`config.mk`:
```
export PLATFORM = sky130hd
export DESIGN_NAME = alu_sequencer
export DESIGN_NICKNAME = d
export VERILOG_FILES = /design/src/rtl/alu_sequencer.sv
export SDC_FILE = /design/constraint.sdc
export NUM_CORES = 1
export LEC_CHECK = 0
export ABC_AREA = 1
export BUFFER_PORTS_ARGS = -buffer_cell sky130_fd_sc_hd__buf_4
export CAP_MARGIN = 40
export CORE_ASPECT_RATIO = 0.8
export CORE_MARGIN = 4
export CORE_UTILIZATION = 42
export DETAILED_ROUTE_END_ITERATION = 6
export PLACE_DENSITY_LB_ADDON = 0.3
export SYNTH_ARGS = -nofsm -noshare
export SYNTH_HDL_FRONTEND = slang
export SYNTH_SLANG_ARGS = --single-unit
```
`constraint.sdc`:
```
create_clock -name clk -period 5.2 [get_ports clk]
set_input_delay 1.56 -clock clk [delete_from_list [all_inputs] [get_ports clk]]
set_output_delay 1.56 -clock clk [all_outputs]
set_load 0.02 [all_outputs]
```
`src/rtl/alu_sequencer.sv`:
```
`default_nettype none
// +----------------------------------------------------------------------+
// | alu_sequencer: multi-cycle fetch/decode/execute/writeback controller |
// | that drives an external ALU from a 4x8 register file.  Rev 1.0       |
// +----------------------------------------------------------------------+
module alu_sequencer #(
  parameter int REG_WIDTH = 8,
  parameter int OP_WIDTH  = 4,
  parameter int PC_WIDTH  = 8
) (
  input  logic                 clk,
  input  logic                 reset,
  input  logic                 start,
  output logic [PC_WIDTH-1:0]  imem_addr,
  input  logic [8:0]           imem_data,
  output logic [REG_WIDTH-1:0] alu_ra,
  output logic [REG_WIDTH-1:0] alu_rb,
  output logic [OP_WIDTH-1:0]  alu_op,
  input  logic [REG_WIDTH-1:0] alu_res,
  input  logic [REG_WIDTH-1:0] alu_car,
  input  logic                 alu_zero,
  input  logic                 alu_branch,
  output logic [REG_WIDTH-1:0] carry_q,
  output logic                 zero_q,
  output logic                 busy,
  output logic                 retired,
  output logic                 done,
  input  logic [1:0]           dbg_sel,
  output logic [REG_WIDTH-1:0] dbg_data
);

  typedef enum logic [2:0] {
    S_IDLE   = 3'd0,
    S_FETCH  = 3'd1,
    S_DECODE = 3'd2,
    S_EXEC   = 3'd3,
    S_WB     = 3'd4,
    S_HALT   = 3'd5
  } state_t;

  state_t               r_state;
  state_t               w_next;
  logic [8:0]           r_ir;
  logic [PC_WIDTH-1:0]  r_pc;
  logic [REG_WIDTH-1:0] r_regs [4];
  logic [REG_WIDTH-1:0] r_res;
  logic [REG_WIDTH-1:0] r_car;
  logic                 r_zero;
  logic                 r_branch;
  logic [REG_WIDTH-1:0] r_target;
  logic                 r_done;

  logic [3:0]           w_op;
  logic [1:0]           w_ra;
  logic [1:0]           w_rb;
  logic [REG_WIDTH-1:0] w_imm_ext;
  logic                 w_is_alu_wr;
  logic                 w_is_carry;
  logic                 w_is_beq;
  logic                 w_is_movi;
  logic                 w_is_halt;

  assign w_op      = r_ir[8:5];
  assign w_ra      = r_ir[4:3];
  assign w_rb      = r_ir[2:1];
  assign w_imm_ext = {{(REG_WIDTH-3){r_ir[2]}}, r_ir[2:0]};

  // Ops 0-6 and 8-10 write the ALU result and the zero flag.
  assign w_is_alu_wr = (w_op <= 4'd6) || ((w_op >= 4'd8) && (w_op <= 4'd10));
  assign w_is_carry  = (w_op == 4'd4) || (w_op == 4'd5) ||
                       ((w_op >= 4'd8) && (w_op <= 4'd10));
  assign w_is_beq    = (w_op == 4'd7);
  assign w_is_movi   = (w_op == 4'd11);
  assign w_is_halt   = (w_op == 4'd15);

  assign imem_addr = r_pc;
  assign busy      = (r_state == S_FETCH) || (r_state == S_DECODE) ||
                     (r_state == S_EXEC)  || (r_state == S_WB);
  assign retired   = (r_state == S_WB);
  assign done      = r_done;
  assign dbg_data  = r_regs[dbg_sel];

  always_ff @(posedge clk or posedge reset) begin
    if (reset) r_state <= S_IDLE;
    else       r_state <= w_next;
  end

  always_comb begin
    w_next = r_state;
    unique case (r_state)
      S_IDLE, S_HALT: if (start) w_next = S_FETCH;
      S_FETCH:        w_next = S_DECODE;
      S_DECODE:       w_next = w_is_halt ? S_HALT : S_EXEC;
      S_EXEC:         w_next = S_WB;
      S_WB:           w_next = S_FETCH;
      default:        w_next = S_IDLE;
    endcase
  end

  always_ff @(posedge clk or posedge reset) begin
    if (reset) begin
      r_pc     <= '0;
      r_ir     <= '0;
      for (int i = 0; i < 4; i++) r_regs[i] <= '0;
      r_res    <= '0;
      r_car    <= '0;
      r_zero   <= 1'b0;
      r_branch <= 1'b0;
      r_target <= '0;
      r_done   <= 1'b0;
      carry_q  <= '0;
      zero_q   <= 1'b0;
      alu_ra   <= '0;
      alu_rb   <= '0;
      alu_op   <= '0;
    end else begin
      r_done <= 1'b0;
      unique case (r_state)
        S_IDLE, S_HALT: if (start) r_pc <= '0;
        S_FETCH: r_ir <= imem_data;
        S_DECODE: begin
          r_target <= r_regs[3];
          if (w_is_halt) begin
            r_done <= 1'b1;
          end else if (!w_is_movi) begin
            // MOV routes its source (rb) through operand A.
            alu_op <= OP_WIDTH'(w_op);
            alu_ra <= (w_op == 4'd6) ? r_regs[w_rb] : r_regs[w_ra];
            alu_rb <= r_regs[w_rb];
          end
        end
        S_EXEC: begin
          r_res    <= alu_res;
          r_car    <= alu_car;
          r_zero   <= alu_zero;
          r_branch <= alu_branch;
        end
        S_WB: begin
          r_pc <= r_pc + PC_WIDTH'(1);
          if (w_is_alu_wr) begin
            r_regs[w_ra] <= r_res;
            zero_q       <= r_zero;
          end
          if (w_is_carry) carry_q <= r_car;
          if (w_is_movi) r_regs[w_ra] <= w_imm_ext;
          if (w_is_beq && r_branch) r_pc <= PC_WIDTH'(r_target);
        end
        default: ;
      endcase
    end
  end

endmodule
`default_nettype wire

```
# Word level (Yosys, flattened, before mapping)
# Index checks and enable logic that the tools add are counted.
# Widths: inputs -> output; s select.
# totals
regBits,108
inputBits,32
# op_classes
eq_ne,12
n_lt_le_gt_ge,7
bitwise_logic,5
n_mux,25
reduce_logical,16
addsub,1
# op_table
cell,n
$mux 32,3
$mux 8,10
$bwmux 32,2
$bmux 8 s2,3
$demux 8 s2,1
$eq 4x3->1 const B,4
$pmux 8 s2,1
$pmux 3 s5,1
$ge 3x3->1 const B,3
$not 2->3,3
$add 8x1->8 const B,1
$eq 4x4->1 const B,2
$eq 3x2->1 const B,2
$eq 3x3->1 const B,2
$logic_or 1x1->1,6
$mux 3,2
$reduce_and 2->1,3
$ge 4x4->1 const B,1
$le 4x3->1 const B,1
$le 4x4->1 const B,1
$eq 3x1->1 const B,1
$logic_and 1x1->1,3
$logic_not 3->1,1
$lt 3x1->1 const B,1
6 further kinds,8

# Longest topological paths before layout
# Gate-level depths: netlist of the first run.
# depth
word_depth,10
depth_mapped,10
ltp_nobuf,9

# Least setup slack after synthesis of the first run
# Ideal clock, no wire load.
# synth_timing
kind,in2out
from,input port dbg_sel[0]
to,output port dbg_data[5]
path_slack_ns,1.254
path_buffers,1
arrival_ns,2.386
stages,4
cell_sequence,inv_1 > clkbuf_1 > o21ai_0 > o22ai_1
# synth_via
elab_chain_cells,4
# synth_lines
element,line_no,text
from (decl),28,"input logic [1:0] dbg_sel,"
$not 2->3 (implied by the code),81,assign dbg_data = r_regs[dbg_sel];
$bmux 8 s2,81,
$mux 8 (implied by the code) (2 in a row),81,
to (decl),29,output logic [REG_WIDTH-1:0] dbg_data
# Every way passes these cells. The select of a mux whose other input is x is not followed.

# Worst setup path in the final report of the first run
# layout_timing
from,input port dbg_sel[0]
to,output port dbg_data[4]
# The elaborated chain is that of the path after synthesis.

==> results.md, run 1 <==
- The flow ran to the end, and the final reports show no timing, DRC or antenna violations.
- The clock net in this run drives a total of 108 sinks.
- The vias after detailed routing is 5412.
- The count of unresolved DRC violations after routing is 0.
- The met1 wire length is 7990 um.
- Gates resized during post-CTS repair numbered 0.
- Across the run, the number of max-cap violations was 0.
- The number of nets with antenna violations after routing is 0.
- The netlist area before placement is 5830 sq um.
- The total area inside the core boundary comes to 13600 sq um.
- In this run the horizontal extent of the chip is 140 um.
- The count of buffers from port buffering is 79.
- The total number of yosys warnings is 0.
- OpenSTA, run right after detailed placement, puts the worst setup slack at 1.17 ns.
- The repair_antennas step left the layout with diodes totalling 0.
- Summed over all layers, the global routing overflow is 0.
- The synthesized design contains 108 register bits.
- The area growth from synthesis to layout is 17.8%.
- The final layout contains routed wiring with a total length of 16000 um.
- The number of buffers between clock root and the deepest sink is 2.
- The insertion delay of the later-clocked pin in the worst-skew pair is 0.35 ns.
- The initial antenna violation count is 0.
- Hold repair after CTS inserted 0 buffers.
- The clock slew seen by the registers of the worst setup and hold paths is 0.07 ns.
- The area occupied by multi-input gates is 2760 sq um.
- The depth of the CTS H-tree is 3.
- The number of global-route vias before repair is 4895.
- The category of the critical setup timing path is input port to primary output.
- The via-per-instance ratio is 5.11.
- The setup skew after layout is 0.0104 ns.
- The clock period could shrink to 4.05 ns.
- The die covers 15800 sq um.
- The number of nets in the synthesized netlist is 840.
- Along the worst hold path, the cell count comes to 2.
- The starting density of the core is 0.429.
- At the end of the flow the core is filled with cells to 0.505.
- Of the cells placed in the final design, the portion with a size suffix greater than 1 is 0.160.
- The post-detailed-placement half-perimeter wirelength is 11300 um.
- TritonCTS built the clock tree.
- In this run, placement finished with an instance count of 1044.
- The number of distinct library cells after synthesis is 30.
- Synthesis handed over a netlist of 807 instances.
- The leakage component of the power is 3.67 nW.
- The count of buffers added by post-CTS timing repair for setup is 0.
- The most common library cell in the layout ignoring fill and taps is sky130_fd_sc_hd__nand2_1.
- For this run, the total global-route usage over all layers was measured as 0.206.
- The type of element capturing the critical path is a primary output.
- The slowest library cell on the worst path is sky130_fd_sc_hd__inv_1.
- In the final design database the tool counted 908 nets.
- The data required time of the worst path is 3.64 ns.
- Setup repair after global routing left no endpoint under its margin.
- The worst stage delay on the critical path is 0.30 ns.
- For this run, the top clock speed supported by timing is 0.247 GHz.
- In this run the tightest slew margin relative to its limit is 0.556.
- The total I/O pin count is 80.
- Routed signal wires occupy layers up through met4.
- In the layout the commonest cells are sky130_fd_sc_hd__nand2_1, sky130_fd_sc_hd__dfrtp_1, sky130_fd_sc_hd__buf_4.
- The transition at the pin with the smallest max-transition slack is 0.665 ns.
- The worst register-to-register path has a setup slack of 3.12 ns.
- The row count is 38.
- The final-report max-slew violation count is 0.
- The category of the worst setup path launch point is an input port.
- The root buffer selected by CTS is sky130_fd_sc_hd__clkbuf_16.
- The worst path meets setup with 1.15 ns of slack.
- The number of failing hold endpoints at the final stage is 0.
- The flip-flop and latch area is 2700 sq um.
- Entering global routing, the biggest net connects 47 pins.
- Excluding fillers, the count of instances in the completed layout stands at 1060.
- The number of detailed-route iterations in the first pass is 5.
- The completed layout was analyzed and its total power is 4.21 mW.
- The mean routed wirelength per cell is 15.1 um.
- The first global-routing pass estimated 26300 um of wire.
- The number of clock buffers added by TritonCTS is 9.
- The congestion estimate from routability-driven global placement came to 0.884.
- The mean instance size in the synthesized netlist is 7.23 sq um.
- Data arrives at the worst endpoint at 2.49 ns.
- The worst register-to-register path has a depth of 8.
- Detailed routing placed a total of 1320 um of wire on met3.
- Walking the worst path, the cells encountered are buf_4 > inv_1 > o21ai_0 > o22ai_1 > buf_4.
- The sum of met2 wire segment lengths after detailed routing is 6360 um.
- Setup violations remaining at the end of the flow were counted as 0.
- The filler cells instantiated in the layout total 1384.
- The critical path depth in cells is 5.
- For this run, the register share of the synthesized area comes to 0.463.
- The largest fanout on the critical path is 17.
- The number of design-rule violations left by the first detailed-router iteration is 571.
- The total negative slack is 0 ns.
- The total buffers and inverters traversed by the critical path is 3.
- The kind of cell with the highest combined delay along the critical path is buffers and inverters.
- The library cell appearing most often on the critical path is sky130_fd_sc_hd__buf_4.
- The ratio of final minimum period to clock period is 0.779.
- The total power per unit cell area is 613 nW/um^2.
- The die is 113 um tall.
- Across the VDD grid, the largest voltage drop is 0.233 mV.
- The worst hold-check path type is flop to flop.
==> worst paths after layout <==
path                                 startpoint                     end
setup / recovery                     dbg_sel[0]             dbg_data[4]
hold / removal             r_car[4]$_DFFE_PP0P_  carry_q[4]$_DFFE_PP0P_
setup reg to reg            r_ir[7]$_DFFE_PP0N_  r_regs[31]$_DFFE_PP0P_
hold reg to reg            r_car[4]$_DFFE_PP0P_  carry_q[4]$_DFFE_PP0P_
max in group asynchronous                 reset  r_regs[30]$_DFFE_PP0P_
min in group asynchronous                 reset  carry_q[2]$_DFFE_PP0P_
==> flip-flops by register name, summed over array words and instances (netlist names) <==
name / flops
r_ir: 9
imem_addr: 8
alu_rb: 8
r_car: 8
alu_ra: 8
alu_op: 4
r_res: 8
r_branch: 1
r_target: 8
r_zero: 1
zero_q: 1
r_state: 3
done: 1
carry_q: 8
r_regs: 32
==> cell families after synthesis <==
family / share of synthesized area
AOI/OAI and AO/OA: 0.0809
and+or+nand+nor: 0.375
muxes: 0.0154
adders and majority gates: 0.00214
DFF: 0.463
buffers and inverters: 0.0631
==> metal layers <==
metal / vias to the layer above / global-route usage
li1: 2726 / -
met1: 2457 / 0.333
met2: 203 / 0.277
met3: 26 / 0.0415
met4: 0 / 0.0575
met5: - / 0
==> tightest hold or removal path, delay by kind of cell (launching register included) <==
kind / cells / cell delay [ns]
DFF: 1 / 0.34
AOI/OAI and AO/OA: 1 / 0.06
and+or+nand+nor: 1 / 0.05
==> power breakdown <==
part / total, mW / switching [mW] / internal (mW)
Sequential: 1.61 / 0.417 / 1.19
Clock: 0.694 / 0.306 / 0.389
Combinational: 1.90 / 1.23 / 0.677
==> area by class of cell <==
type | instances | share of cell area
Clock buffer | 13 | 0.0364
Clock inverter | 3 | 0.00674
Inverter | 61 | 0.0337
Multi-Input combinational cell | 611 | 0.402
Sequential cell | 108 | 0.393
Tap cell | 180 | 0.0328
Timing Repair Buffer | 84 | 0.0947
==> through the flow <==
stage | cell area (sq um) | hold WS [ns]
after floorplan | 5830 | 0.442
after global routing | 6870 | 0.507
after detailed placement | 6570 | 0.462
final | 6870 | 0.479
after CTS | 6870 | 0.482
after global placement | 6550 | 0.461
==> synthesized netlist by cell type <==
cell type / n / area [sq um]
sky130_fd_sc_hd__buf_4: 3 / 22.5
sky130_fd_sc_hd__o22ai_1: 8 / 50.1
sky130_fd_sc_hd__o21ai_0: 54 / 270
sky130_fd_sc_hd__or2_2: 2 / 12.5
sky130_fd_sc_hd__nor2_2: 4 / 25.0
sky130_fd_sc_hd__o221ai_1: 1 / 8.76
sky130_fd_sc_hd__o21ai_1: 3 / 15.0
sky130_fd_sc_hd__nand3_1: 76 / 380
sky130_fd_sc_hd__ha_1: 1 / 12.5
sky130_fd_sc_hd__inv_2: 7 / 26.3
sky130_fd_sc_hd__nand3_2: 4 / 40.0
sky130_fd_sc_hd__nor2_1: 42 / 158
sky130_fd_sc_hd__inv_1: 54 / 203
sky130_fd_sc_hd__nand3b_1: 1 / 7.51
sky130_fd_sc_hd__nand2_2: 10 / 62.6
sky130_fd_sc_hd__a21oi_4: 1 / 16.3
sky130_fd_sc_hd__nand4_1: 14 / 87.6
sky130_fd_sc_hd__mux2_2: 8 / 90.1
sky130_fd_sc_hd__a21oi_1: 19 / 95.1
sky130_fd_sc_hd__a21oi_2: 1 / 8.76
sky130_fd_sc_hd__dfrtp_1: 108 / 2700
sky130_fd_sc_hd__buf_6: 1 / 11.3
sky130_fd_sc_hd__nor2_4: 2 / 22.5
sky130_fd_sc_hd__clkbuf_1: 8 / 30.0
sky130_fd_sc_hd__nand3_4: 1 / 17.5
sky130_fd_sc_hd__nand2_4: 2 / 22.5
sky130_fd_sc_hd__o211ai_1: 1 / 7.51
sky130_fd_sc_hd__nor2_8: 1 / 20.0
sky130_fd_sc_hd__buf_2: 15 / 75.1
sky130_fd_sc_hd__nand2_1: 355 / 1330
Power figures use the tool's default switching activity.
==> inputs of run 2 (changes only) <==
--- a/config.mk
+++ b/config.mk
@@ -5,7 +5,7 @@
 export SDC_FILE = /design/constraint.sdc
 export NUM_CORES = 1
 export LEC_CHECK = 0
-export ABC_AREA = 1
+export ABC_AREA = 0
 export BUFFER_PORTS_ARGS = -buffer_cell sky130_fd_sc_hd__buf_4
 export CAP_MARGIN = 40
 export CORE_ASPECT_RATIO = 0.8
==> constraint.sdc (replaced) <==
create_clock -name clk -period 3.45 [get_ports clk]
set_input_delay 1.035 -clock clk [delete_from_list [all_inputs] [get_ports clk]]
set_output_delay 1.035 -clock clk [all_outputs]
set_load 0.02 [all_outputs]
==> run 2 against run 1 <==
  * Clock skew decreased by 0.0057 ns
  * Power up 43%
  * Global-route usage is 2.4 points lower
  * Register-to-register slack worse by 2.0 ns
  * Die area decreased by 12%
  * Sequential cell count stayed put
  * Area after synthesis fell by 12%
  * Worst setup slack got worse by 0.67 ns
  * Via count fell by 35%
  * Non-clock buffer count unchanged
  * Core utilization grew 1.8 points
  * Wire length fell by 24%
  * Critical path type unchanged
==> results.md, run 2 <==
- The switching power total was 2.28 mW (+17%).
- The number of buffers inserted for hold repair after clock tree synthesis is 0 (unchanged).
- The part of the total power dissipated in sequential elements is 0.410 (+0.028).
- The number of design-rule violations left by the first detailed-router iteration is 235 (-59%).
- The top cell types in the final layout, fill and taps aside, are sky130_fd_sc_hd__dfrtp_1, sky130_fd_sc_hd__buf_4, sky130_fd_sc_hd__nand2_1.
- Among all flip-flop cells after synthesis, the most frequent one is sky130_fd_sc_hd__dfrtp_1.
- The most common library cell in the layout ignoring fill and taps is sky130_fd_sc_hd__dfrtp_1.
- The path class of the tightest hold or removal check is flop to flop.
- The arithmetic-cell share of the synthesized area counting full adders, half adders and majority gates is 0.00245 (+0.000303).
- The insertion delay of the later-clocked pin in the worst-skew pair was 0.34 ns (about the same).
- Sorting the synthesized cells by how often they occur yields sky130_fd_sc_hd__dfrtp_1, sky130_fd_sc_hd__nand2_1, sky130_fd_sc_hd__mux2_2, sky130_fd_sc_hd__a2bb2oi_1, sky130_fd_sc_hd__mux4_2.
- The share of layout cells above drive strength 1 was 0.393 (+0.232).
- The clock network fraction of design power is 0.172 (+0.007).
- The transition at the pin with the smallest max-transition slack came to 0.820 ns (+0.154 ns).
- The total I/O pin count is 80 (unchanged).
- The row count came to 35 (-7.9%).
- The number of synthesized flops with an enable pin is 0 (unchanged).
- The share of Yosys cell area claimed by the top area cell type was 0.529 (+0.0654).
- The instance count of the mapped netlist is 390 (-52%).
- The final antenna diode count was 0 (unchanged).
- The combinational power share is 0.418 (-0.035).
- The largest fanout on the critical path is 8 (-9).
- The share of synthesized flip-flops with an asynchronous set or reset is 1.00 (unchanged).
- The ratio of final minimum period to clock period is 0.860.
- The post-synthesis sequential area ratio came to 0.529 (+0.0654).
- The largest net degree at the start of global routing is 57 (+21%).
- The overall die height was 107 um (-5.9%).
- The count of unresolved DRC violations after routing is 0 (unchanged).
- The count of buffers from port buffering is 79 (unchanged).
- The total negative slack is 0 ns (unchanged).
- The number of global-route vias before repair came to 3588 (-27%).
- Setup repair after global routing left no endpoint under its margin.
- The startpoint identified for the worst register-to-register timing path is r_state[0]$_DFFE_PP0P_.
- The total design power is 6.02 mW (+43%).
- The total power per unit cell area is 983 nW/um^2 (+61%).
- The endpoint of the worst setup timing path is dbg_data[5].
- The switching share of power came to 0.380 (-0.0840).
- The mean instance size in the synthesized netlist is 13.1 sq um (+81%).
- The mux share of post-synthesis cell area is 0.217 (+0.201).
- The x dimension of the die was 131 um (-6.0%).
- The flow ran to the end, and the final reports show no timing, DRC or antenna violations.
- The xor/xnor share of the synthesized area is 0.00343 (+0.00343).
- The area inside the core boundary is 11700 sq um (-14%).
- The total cell area at the placement stage came to 5820 sq um (-11%).
- The total number of yosys warnings is 0 (unchanged).
- The flip-flop count of the largest register after layout is 32 (unchanged).
- The post-synthesis net count was 423 (-50%).
- The post-synthesis register bit count came to 108 (unchanged).
- TritonCTS built the clock tree.
- The worst hold slack is 0.471 ns (-0.00839 ns).
- The final cell count without fillers came to 614 (-42%).
- In the final layout, the registers with the most flip-flops are r_regs (32), r_ir (9).
- The number of placed instances, taps included was 598 (-43%).
- The final non-filler cell area came to 6120 sq um (-11%).
- The data required time of the worst path came to 2.41 ns (-1.23 ns).
- The post-detailed-placement half-perimeter wirelength came to 8790 um (-22%).
- The internal portion of total power came to 3.73 mW (+65%).
- The mean routed wirelength per cell is 19.7 um (+31%).
- The global-route wire length before repair is 20100 um (-24%).
- The launch point of the critical path is dbg_sel[0].
- The final-stage net count is 494 (-46%).
- The number of detailed-route iterations in the first pass was 4 (-1).
- The register-to-register path setup slack is 1.16 ns (-1.96 ns).
- Derived from the worst setup path, the maximum achievable clock frequency is 0.337 GHz.
- The data arrival at the endpoint of the critical path is 1.93 ns (-0.56 ns).
- The final setup violation count is 0 (unchanged).
- The largest register by flop count is r_regs.
- The relative max-transition margin is 0.452 (-0.104).
- The depth of the CTS H-tree was 3 (unchanged).
- The final global-route overflow total is 0 (unchanged).
- By area, the combinational part of the netlist is dominated by multiplexers.
- The cell depth of the worst flop-to-flop path is 4 (-4).
- The via-per-instance ratio was 5.72 (+12%).
- The number of buffers created by CTS is 9 (unchanged).
- The count of cells resized by post-cts repair came to 0 (unchanged).
- The leakage component of the power is 2.77 nW (-25%).
- The final-report max-slew violation count came to 0 (unchanged).
- The number of failing hold endpoints at the final stage is 0 (unchanged).
- The worst supply voltage drop on vdd is 0.528 mV (+130%).
- The setup skew after layout is 0.00471 ns (-0.00566 ns).
- The area of the die is 14000 sq um (-12%).
- The starting density of the core came to 0.437 (+0.00817).
- From synthesis to final layout, the design area changed by 19.7%.
- The fraction of the mapped netlist area in compound gates is 0.115 (+0.0337).
- The netlist area before placement was 5110 sq um (-12%).
- The basic-gate share of the synthesized area counting and, or, nand and nor cells came to 0.105 (-0.270).
- The final weighted congestion of routability-driven global placement is 0.856 (-3.2%).
- The overall routing resource usage is 0.182 (-0.0243).
- The minimum period implied by the final worst setup slack is 2.97 ns.
- The number of buffers between clock root and the deepest sink is 2 (unchanged).
- The type of element capturing the critical path is a primary output.
- The tree is rooted in a sky130_fd_sc_hd__clkbuf_16.
- The critical path is of the input port to primary output type.
- The number of distinct library cells after synthesis is 50 (+67%).
- The count of buffers added by post-CTS timing repair for setup is 0 (unchanged).
- The number of nets with antenna violations after routing is 0 (unchanged).
- The vias after detailed routing is 3512 (-35%).
- The clock slew seen by the registers of the worst setup and hold paths was 0.07 ns (about the same).
- By instance count, the leading cell after synthesis is sky130_fd_sc_hd__dfrtp_1.
- The worst register-to-register path ends at r_regs[19]$_DFFE_PP0P_.
- STA classifies the critical path startpoint as an input port.
- The detailed-route wire length came to 12100 um (-24%).
- The initial antenna violation count is 0 (unchanged).
- The max-capacitance violation count is 0 (unchanged).
- The biggest area contributor in the post-synthesis netlist is sky130_fd_sc_hd__dfrtp_1.
- By area the synthesized netlist is led by sky130_fd_sc_hd__dfrtp_1, sky130_fd_sc_hd__mux4_2, sky130_fd_sc_hd__mux2_2.
- The clock sink count is 108 (unchanged).
[run 2: cell types whose count changed in the layout (fill, tap and decap cells not counted), moves of 29 or more]
cell / delta
sky130_fd_sc_hd__a2bb2oi_1: +32
sky130_fd_sc_hd__inv_1: -51
sky130_fd_sc_hd__mux2_2: +38
sky130_fd_sc_hd__nand2_1: -306
sky130_fd_sc_hd__nand3_1: -70
sky130_fd_sc_hd__nor2_1: -29
sky130_fd_sc_hd__o21ai_0: -44
[run 2: stage by stage]
step	utilization	setup WS, ns
2_1_floorplan	-	0.347
3_3_place_gp	0.497	0.500
3_5_place_dp	0.497	0.472
4_1_cts	0.523	0.472
5_1_grt	0.523	0.449
6_report	0.523	0.483
[run 2: final cells by class]
class / instances / area [sq um]
fill: 1019 / 5570
sequential: 108 / 2700
multi-input combinational: 254 / 2260
timing repair buffer: 84 / 643
clock buffer: 10 / 239
tap: 148 / 185
clock inverter: 6 / 63.8
inverter: 4 / 26.3
[run 2: cell families (layout without fill, tap and decap cells)]
| family | Yosys count | in the layout |
|---|---|---|
| flops | 108 | 108 |
| xor+xnor | 2 | 2 |
| fa+ha+maj | 1 | 1 |
| simple gates | 102 | 102 |
| mux | 75 | 75 |
| buf+inv | 28 | 104 |
| compound gates | 74 | 74 |
[run 2: critical path, cell delays in order]
cell	delay (ns)
sky130_fd_sc_hd__buf_4	0.19
sky130_fd_sc_hd__mux4_2	0.53
sky130_fd_sc_hd__buf_4	0.18
[run 2: how the worst min path moves through the flow]
stage | startpoint | end | slack (ns) | cells past startpoint
3_5_place_dp | alu_ra[0]$_DFFE_PP0P_ | alu_ra[0]$_DFFE_PP0P_ | 0.46 | 2
5_1_grt | alu_ra[6]$_DFFE_PP0P_ | alu_ra[6]$_DFFE_PP0P_ | 0.51 | 2
6_report | alu_ra[4]$_DFFE_PP0P_ | alu_ra[4]$_DFFE_PP0P_ | 0.47 | 2
3_3_place_gp | alu_ra[2]$_DFFE_PP0P_ | alu_ra[2]$_DFFE_PP0P_ | 0.45 | 2
4_1_cts | alu_ra[0]$_DFFE_PP0P_ | alu_ra[0]$_DFFE_PP0P_ | 0.48 | 2
2_1_floorplan | r_target[2]$_DFFE_PP0N_ | r_target[2]$_DFFE_PP0N_ | 0.45 | 2
[run 2: power groups by stage]
stage	registers (mW)	clock network, mW	logic (mW)
floorplan	2.33	0	1.82
global placement	2.45	0	2.48
detailed placement	2.47	0	2.53
CTS	2.46	1.06	2.54
global route	2.56	1.12	2.73
finish	2.47	1.04	2.52
[run 2: metal layers]
| metal | vias up | GRT usage | routed length [um] |
|---|---|---|---|
| met5 | - | 0 | 0 |
| met4 | 0 | 0.0412 | 127 |
| met3 | 11 | 0.0577 | 1060 |
| met2 | 140 | 0.281 | 5540 |
| met1 | 1756 | 0.255 | 5400 |
| li1 | 1605 | - | - |
==> inputs of run 3 (changes only) <==
--- a/config.mk
+++ b/config.mk
@@ -12,6 +12,7 @@
 export CORE_MARGIN = 4
 export CORE_UTILIZATION = 42
 export DETAILED_ROUTE_END_ITERATION = 6
+export GPL_TIMING_DRIVEN = 0
 export PLACE_DENSITY_LB_ADDON = 0.3
 export SYNTH_ARGS = -nofsm -noshare
 export SYNTH_HDL_FRONTEND = slang
==> run 3 against run 2 <==
  * Sequential share of layout area is 0.65 points lower
  * Register-to-register slack better by 0.24 ns
  * Die area stayed put
  * Worst setup slack worse by 0.30 ns
  * Power up 1.1%
  * Critical path type unchanged
==> results.md, run 3 (synthesis results as in run 2) <==
- In the layout the commonest cells are sky130_fd_sc_hd__dfrtp_1, sky130_fd_sc_hd__buf_4, sky130_fd_sc_hd__nand2_1.
- The flip-flop count of the largest register after layout is 32 (unchanged).
- The depth of the CTS H-tree is 3 (unchanged).
- The post-detailed-placement half-perimeter wirelength is 9200 um (+4.7%).
- The count of cells resized by post-cts repair is 0 (unchanged).
- The area of the die is 14000 sq um (unchanged).
- The total negative slack came to 0 ns (unchanged).
- The total I/O pin count is 80 (unchanged).
- The area inside the core boundary is 11700 sq um (unchanged).
- The relative max-transition margin is 0.448 (-0.00431).
- The clock slew seen by the registers of the worst setup and hold paths was 0.07 ns (about the same).
- The count of buffers added by post-CTS timing repair for setup is 0 (unchanged).
- The final antenna diode count is 0 (unchanged).
- The slack of the critical path is 0.181 ns (-0.302 ns).
- The internal portion of total power is 3.78 mW (+1.1%).
- The detailed-route wire length is 12600 um (+3.7%).
- The switching share of power came to 0.379 (about the same).
- The final global-route overflow total is 0 (unchanged).
- In the final layout, the registers with the most flip-flops are r_regs (32), r_ir (9).
- STA classifies the critical path endpoint as a primary output.
- The x dimension of the die was 131 um (unchanged).
- The leakage component of the power was 2.83 nW (+2.4%).
- The number of buffers created by CTS is 9 (unchanged).
- The root buffer selected by CTS is sky130_fd_sc_hd__clkbuf_16.
- The initial antenna violation count came to 0 (unchanged).
- The insertion delay of the later-clocked pin in the worst-skew pair is 0.35 ns (about the same).
- The transition at the pin with the smallest max-transition slack is 0.826 ns (+0.00641 ns).
- The worst setup path is launched from an input port.
- The share of layout cells above drive strength 1 is 0.403 (+0.0102).
- The final-report max-slew violation count is 0 (unchanged).
- The part of the total power dissipated in sequential elements is 0.373 (-0.037).
- The minimum period implied by the final worst setup slack is 3.27 ns (+0.302 ns).
- The number of global-route vias before repair is 3874 (+8.0%).
- The number of design-rule violations left by the first detailed-router iteration came to 266 (+13%).
- The combinational power share is 0.458 (+0.040).
- The starting density of the core is 0.437 (unchanged).
- The run finished with clean final reports.
- Leaving out fill and tap cells, the most frequent cell in the layout is sky130_fd_sc_hd__dfrtp_1.
- The final setup violation count came to 0 (unchanged).
- The overall die height is 107 um (unchanged).
- The final core area utilization is 0.531 (+0.00781).
- The ratio of final minimum period to clock period was 0.948 (+0.0874).
- The number of buffers inserted for hold repair after clock tree synthesis came to 0 (unchanged).
- The total power per unit cell area came to 980 nW/um^2 (-0.40%).
- The number of detailed-route iterations in the first pass is 4 (unchanged).
- The count of unresolved DRC violations after routing was 0 (unchanged).
- The number of nets with antenna violations after routing was 0 (unchanged).
- The max-capacitance violation count is 0 (unchanged).
- The total design power was 6.08 mW (+1.1%).
- The mean routed wirelength per cell came to 19.9 um (+0.77%).
- The fmax came to 0.306 GHz (-9.2%).
- The setup path with the least slack is of type input port to primary output.
- The vias after detailed routing is 3598 (+2.4%).
- The final weighted congestion of routability-driven global placement is 0.857 (+0.12%).
- The data arrival at the endpoint of the critical path is 2.23 ns (+0.30 ns).
- The clock sink count was 108 (unchanged).
- The final non-filler cell area is 6210 sq um (+1.5%).
- The global-route wire length before repair came to 21300 um (+5.9%).
- The TritonCTS clock tree is built.
- The count of buffers from port buffering is 77 (-2.5%).
- Setup repair after global routing left no endpoint under its margin.
- The row count is 35 (unchanged).
- The total cell area at the placement stage is 5920 sq um (+1.7%).
- The clock network fraction of design power is 0.169 (-0.003).
- The worst supply voltage drop on vdd is 0.505 mV (-4.4%).
- The largest net degree at the start of global routing is 39 (-32%).
- Traced cell by cell, the critical path runs through clkbuf_1 > mux4_2 > buf_4.
- The slowest library cell on the worst path is sky130_fd_sc_hd__mux4_2.
- The register-to-register path setup slack is 1.40 ns (+0.24 ns).
- The register with the most flip-flops in the final layout is r_regs.
- The largest fanout on the critical path is 8 (unchanged).
- The worst stage delay on the critical path is 0.58 ns (+0.05 ns).
- The number of buffers between clock root and the deepest sink is 2 (unchanged).
- The worst hold-check path type is flop to flop.
- The number of failing hold endpoints at the final stage is 0 (unchanged).
- The final-stage net count is 513 (+3.8%).
- The layout overhead on the synthesized area is 21.5%.
- The via-per-instance ratio is 5.69 (-0.47%).
- The setup skew after layout is 0.00722 ns (+0.00251 ns).
- The data required time of the worst path is 2.41 ns (about the same).
- The pre-CTS setup slack is 0.0410 ns (-0.431 ns).
- The overall routing resource usage is 0.193 (+0.0107).
- The switching power total was 2.31 mW (+1.0%).
run 3: cell types whose count changed in the layout (fill, tap and decap cells not counted), sizes merged:
| cell | previous run | this run |
|---|---|---|
| buf | 84 | 96 |
| clkbuf | 10 | 17 |
| clkinvlp | 3 | 2 |
run 3: layout make-up:
| type | count | area [sq um] |
|---|---|---|
| flip-flops and latches | 108 | 2700 |
| clock inverters | 5 | 52.6 |
| multi-input cells | 254 | 2260 |
| plain buffers | 24 | 128 |
| clock buffers | 10 | 239 |
| inverters | 4 | 26.3 |
| fillers | 1017 | 5480 |
| well taps | 148 | 185 |
| repair buffers | 79 | 618 |
run 3: power by group through the flow:
stage / clock network [mW] / registers [mW] / logic [mW]
after global placement: 0 / 2.24 / 2.72
after CTS: 1.05 / 2.26 / 2.82
after global routing: 1.11 / 2.35 / 3.03
after detailed placement: 0 / 2.28 / 2.81
after floorplan: 0 / 2.33 / 1.82
final: 1.03 / 2.27 / 2.79
run 3: final timing paths:
path                                       startpoint                     end  cells after the start
min in group asynchronous                       reset  carry_q[0]$_DFFE_PP0P_                      2
worst max-delay path                       dbg_sel[1]             dbg_data[7]                      3
worst min-delay path            alu_ra[4]$_DFFE_PP0P_   alu_ra[4]$_DFFE_PP0P_                      2
worst min register to register  alu_ra[4]$_DFFE_PP0P_   alu_ra[4]$_DFFE_PP0P_                      2
max in group asynchronous                       reset  r_regs[30]$_DFFE_PP0P_                      3
worst max register to register    r_ir[6]$_DFFE_PP0N_   r_regs[2]$_DFFE_PP0P_                      6
run 3: through the flow:
stage	instances	hold WS (ns)
finish	632	0.469
global route	632	0.499
CTS	632	0.476
detailed placement	617	0.459
global placement	615	0.455
floorplan	390	0.445
run 3: critical path, delay by kind of cell:
family,cells,cell delay [ns]
mux,1,0.58
buf+inv,2,0.62
run 3: metal layers:
layer	part of all wire	wire [um]	global-route usage	vias to the layer above
met4	0.021	267	0.0607	0
met2	0.45	5610	0.288	139
met1	0.44	5520	0.263	1807
li1	-	-	-	1632
met5	0	0	0	-
met3	0.094	1180	0.0722	20
